### src/rtl/param_fifo.sv
`default_nettype none
// ============================================================================
//  Module   : param_fifo
//  Purpose  : Parameterised first-word-fall-through FIFO with occupancy,
//             almost-full/empty flags and a resettable high-water mark.
//  Revision : 1.0 - initial release
// ============================================================================
module param_fifo #(
    parameter int WIDTH    = 8,
    parameter int DEPTH    = 16,
    parameter int AF_LEVEL = 14,
    parameter int AE_LEVEL = 2,
    localparam int CW      = $clog2(DEPTH + 1)
) (
    input  logic             clk,
    input  logic             rst,
    input  logic             flush,
    input  logic             wr_valid,
    output logic             wr_ready,
    input  logic [WIDTH-1:0] wr_data,
    output logic             rd_valid,
    input  logic             rd_ready,
    output logic [WIDTH-1:0] rd_data,
    output logic [CW-1:0]    count,
    output logic             almost_full,
    output logic             almost_empty,
    output logic [CW-1:0]    high_water,
    input  logic             hw_clear
);

    localparam int PW = $clog2(DEPTH);
    localparam logic [PW-1:0] C_LAST = PW'(DEPTH - 1);

    logic [WIDTH-1:0] mem_q [DEPTH];
    logic [PW-1:0]    wr_ptr_q, wr_ptr_d;
    logic [PW-1:0]    rd_ptr_q, rd_ptr_d;
    logic [CW-1:0]    count_q, count_d;
    logic [CW-1:0]    high_water_q, high_water_d;
    logic             w_push;
    logic             w_pop;

    assign wr_ready     = (count_q < CW'(DEPTH));
    assign rd_valid     = (count_q != '0);
    assign rd_data      = mem_q[rd_ptr_q];
    assign count        = count_q;
    assign high_water   = high_water_q;
    assign almost_full  = (count_q >= CW'(AF_LEVEL));
    assign almost_empty = (count_q <= CW'(AE_LEVEL));

    assign w_push = wr_valid && wr_ready;
    assign w_pop  = rd_valid && rd_ready;

    always_comb begin
        wr_ptr_d     = wr_ptr_q;
        rd_ptr_d     = rd_ptr_q;
        count_d      = count_q;
        high_water_d = high_water_q;
        if (flush) begin
            // Flush drops everything but keeps the high-water history.
            wr_ptr_d = '0;
            rd_ptr_d = '0;
            count_d  = '0;
        end else begin
            if (w_push) begin
                wr_ptr_d = (wr_ptr_q == C_LAST) ? '0 : wr_ptr_q + PW'(1);
            end
            if (w_pop) begin
                rd_ptr_d = (rd_ptr_q == C_LAST) ? '0 : rd_ptr_q + PW'(1);
            end
            count_d = count_q + CW'(w_push) - CW'(w_pop);
            if (hw_clear) begin
                high_water_d = count_d;
            end else if (count_d > high_water_q) begin
                high_water_d = count_d;
            end
        end
    end

    always_ff @(posedge clk) begin
        if (rst) begin
            wr_ptr_q     <= '0;
            rd_ptr_q     <= '0;
            count_q      <= '0;
            high_water_q <= '0;
        end else begin
            wr_ptr_q     <= wr_ptr_d;
            rd_ptr_q     <= rd_ptr_d;
            count_q      <= count_d;
            high_water_q <= high_water_d;
        end
    end

    // Storage is not reset; the pointers alone define what is valid.
    always_ff @(posedge clk) begin
        if (w_push && !flush && !rst) begin
            mem_q[wr_ptr_q] <= wr_data;
        end
    end

endmodule
`default_nettype wire

### config.mk
export PLATFORM = sky130hd
export DESIGN_NAME = param_fifo
export DESIGN_NICKNAME = d
export VERILOG_FILES = /design/src/rtl/param_fifo.sv
export SDC_FILE = /design/constraint.sdc
export NUM_CORES = 1
export LEC_CHECK = 0
export ABC_AREA = 0
export BUFFER_PORTS_ARGS = -buffer_cell sky130_fd_sc_hd__clkbuf_2
export CAP_MARGIN = 10
export CORE_MARGIN = 1.5
export CORE_UTILIZATION = 54
export DETAILED_ROUTE_END_ITERATION = 12
export PLACE_DENSITY = 0.71
export SYNTH_ARGS = -nofsm -noshare
export SYNTH_HDL_FRONTEND = slang
export SYNTH_SLANG_ARGS = --single-unit
### constraint.sdc
create_clock -name clk -period 3.76 [get_ports clk]
set_input_delay 0.564 -clock clk [delete_from_list [all_inputs] [get_ports clk]]
set_output_delay 0.564 -clock clk [all_outputs]
set_load 0.02 [all_outputs]
==> results.md <==
* Number of fill cells at 766
* Final non-filler cell total at 561
* CP arrival at 4070 ps
* LEAKAGE at 2.55 nW
* Routed WL at 12400 um
* TritonCTS buffer count at 17
* Tcrit/Tclk final at 100%
* Clock-pin transition on the worst setup and hold timing paths at 60 ps
* H-Tree Depth at 4
* Yosys synthesis warning count at 0
* Syn Nets at 374
* DIE AREA at 12200 um2
* Final Hold Violating Endpoints at 0
* Crit Path Category: reg2reg
* Diodes inserted at 0
* P per Cell Area at 673 nW/um2
* First-pass GRT wire length at 18300 um
* Final worst path period need at 3760 ps
* Startpoint types: flip-flop
* Clock Sinks at 150
* Predominant post-synthesis flop cell: edfxtp_1
* Peak VDD IR at 0.670 mV
* Clock power share at 33.2%
* Net Sw Frac at 29.8%
* GRT overflow at 0
* Synth async-reset ratio at 0%
* DP HPWL at 7450 um
* Setup ws final at -3.60 ps
* Clock skew at 8.00 ps
* Yosys reg bits at 150
* Layout Nets at 440
* Layout area overhead at 18.6%
* Post-placement cell count at 522
* WL/cell at 22.1 um
* Residual DRC at 0
* Total GRT Usage at 20.8%
* Post-synth EDFFs at 128
* Final setup fails at 1
* Pins Over Slew Limit at 0
* Die X at 110 um
* Initial antenna violation count at 0
* Final RePlAce weighted congestion at 0.820
* Root Driver: clkbuf_16
* CTS Hold Bufs at 0
* Clk_lat worst skew at 410 ps
* WHS at 411 ps
* Via count at 3260
* Initial Util at 55.0%
* Flop pwr share at 38.4%
* Std cell rows at 39
* Multi-input gate area at 1900 um2
* Cell-internal power at 0.00349 W
* Worst-margin pin slew at 1040 ps
* Sequential cell area at 4290 um2
* Max Clk Rate at 266 MHz
* Failing checks: negative setup slack
* Detailed Route Iter0 Violations at 272
* Relative slew slack at 30.5%
* Req. time, crit path at 4070 ps
* Hold crit path type: in2reg
* Crit end category: flip-flop
* Vias in the first global route at 3263
* Netlist cell types at 38
* Core Area at 11300 um2
* RSZ-0062 raised after global routing: true
* Sw Pwr at 0.00148 W
* Drt pass-1 iters at 5
* Share of cells above drive strength 1 at 30.4%
* Status: finished, violations left
* Register area share after synthesis at 68.8%
* Critical Path Fanout Max at 5
* Port Buffers at 35
* I/O pins at 36
* Die Span Y at 110 um
* Combinational power share at 28.5%
* Max Root-Sink Buffers at 2
* Cell Area, Synth at 6230 um2
* Largest net degree at the start of global routing at 33
* CTS tree: built
* MaxCap Viol Count at 0
* Antenna Violating Nets Remaining at 0
* Gate Count Post-Synth at 339
* Via-to-Cell Ratio at 5.81
* Mean post-synth cell area at 18.4 um2
## per-stage QoR
stage	area [um2]	worst slack, ps	util (%)	total power, W	setup TNS [ps]
after floorplan	6240	18.0	-	0.00267	0
after global placement	6640	104	58.6	0.00290	0
after detailed placement	6640	-35.8	58.6	0.00292	-35.8
after CTS	7230	-9.65	63.8	0.00458	-9.65
after global routing	7390	-169	65.3	0.00517	-705
final	7390	-3.60	65.3	0.00497	-3.60
## cell usage after synthesis, drive strengths merged, types with 2 or more instances
master	n	area, um2
o21ai	6	30.0
nand2	15	56.3
inv	18	67.6
o21bai	2	15.0
buf	7	72.6
nor2	25	93.8
dfxtp	22	440
nor2b	3	18.8
edfxtp	128	3840
ha	20	250
nand2b	2	12.5
a311oi	2	17.5
clkbuf	5	18.8
and2	2	12.5
xor2	4	35.0
a21oi	15	75.1
nand3	7	35.0
mux4	40	991
or3	2	12.5
## sequential cells by signal, summed over array words and instances (netlist names), named ones only
| register | flops |
|---|---|
| rd_ptr_q | 4 |
| count | 5 |
| wr_ptr_q | 4 |
| mem_q | 128 |
| high_water | 5 |
## routing by layer
layer	part of all wire (%)	vias up	GRT usage [%]	wire [um]
met1	42	1634	27.9	5150
met3	7.4	13	6.81	913
met5	0	-	0	0
li1	-	1492	-	-
met2	50	121	32.8	6190
met4	1.1	0	6.32	141
## final timing paths
path	startpoint	endpoint	slack (ps)	cells after the start
min	rst	high_water[2]	410	2
max	count[3]	high_water[3]	-4	17
min reg2reg	high_water[2]	high_water[2]	510	2
max reg2reg	count[3]	high_water[3]	-4	17
## cell usage in the layout, fill, tap and decap left out, types with 4 or more instances in the layout
cell,Yosys,routed
buf_4,0,22
ha_1,20,16
dfxtp_1,22,19
xor2_1,4,4
edfxtp_1,128,128
mux4_2,16,16
inv_1,18,14
mux4_1,24,24
nor2_1,25,25
o21ai_0,5,4
clkbuf_2,0,35
clkinv_4,0,4
clkbuf_16,0,17
ha_4,0,4
a21oi_1,15,14
nand2_1,15,14
nand3_1,7,7
## power by group through the flow
stage               combinational, W  sequential [W]  clock (W)
finish                       0.00142         0.00191    0.00165
global route                 0.00152         0.00192    0.00174
CTS                          0.00101         0.00191    0.00166
detailed placement          0.000979         0.00194          0
global placement            0.000956         0.00194          0
floorplan                   0.000712         0.00196          0
## what timing repair did
item,4_1_cts,5_1_grt
endpoints found under the setup margin,1,5
buffers inserted,0,7
resized for setup,1,21
hold endpoints to repair,0,0
pin swaps,1,11
## logic make-up (layout without fill, tap and decap cells)
kind of cell / count (synthesis) / in the layout / share of synthesized area (%)
multiplexers: 40 / 40 / 15.9
AO/OA/AOI/OAI: 32 / 32 / 3.25
flip-flops: 150 / 150 / 68.8
adder cells (fa/ha/maj): 21 / 21 / 4.34
AND/OR/NAND/NOR: 61 / 61 / 4.48
XOR/XNOR: 5 / 5 / 0.703
buffers and inverters: 30 / 109 / 2.55
## layout make-up
| cell class | count | share of cell area [%] |
|---|---|---|
| sequential | 150 | 58.1 |
| multi-input combinational | 159 | 25.7 |
| clock buffer | 18 | 5.81 |
| timing repair buffer | 59 | 5.03 |
| tap | 143 | 2.42 |
| clock inverter | 14 | 2.05 |
| inverter | 18 | 0.948 |
## critical path: stages (launching register included)
cell and delay, ps:
dfxtp_2 330, inv_2 80, ha_4 120, or4b_4 470, nand2_4 90, inv_2 40
ha_4 250, inv_2 30, ha_4 150, fa_2 360, nand2b_1 90, a21oi_2 60
xor2_1 200, inv_1 120, ha_4 290, nand4_1 250, o221a_4 400, o311a_1 290
Note: power is estimated with default switching activity, not from simulation.
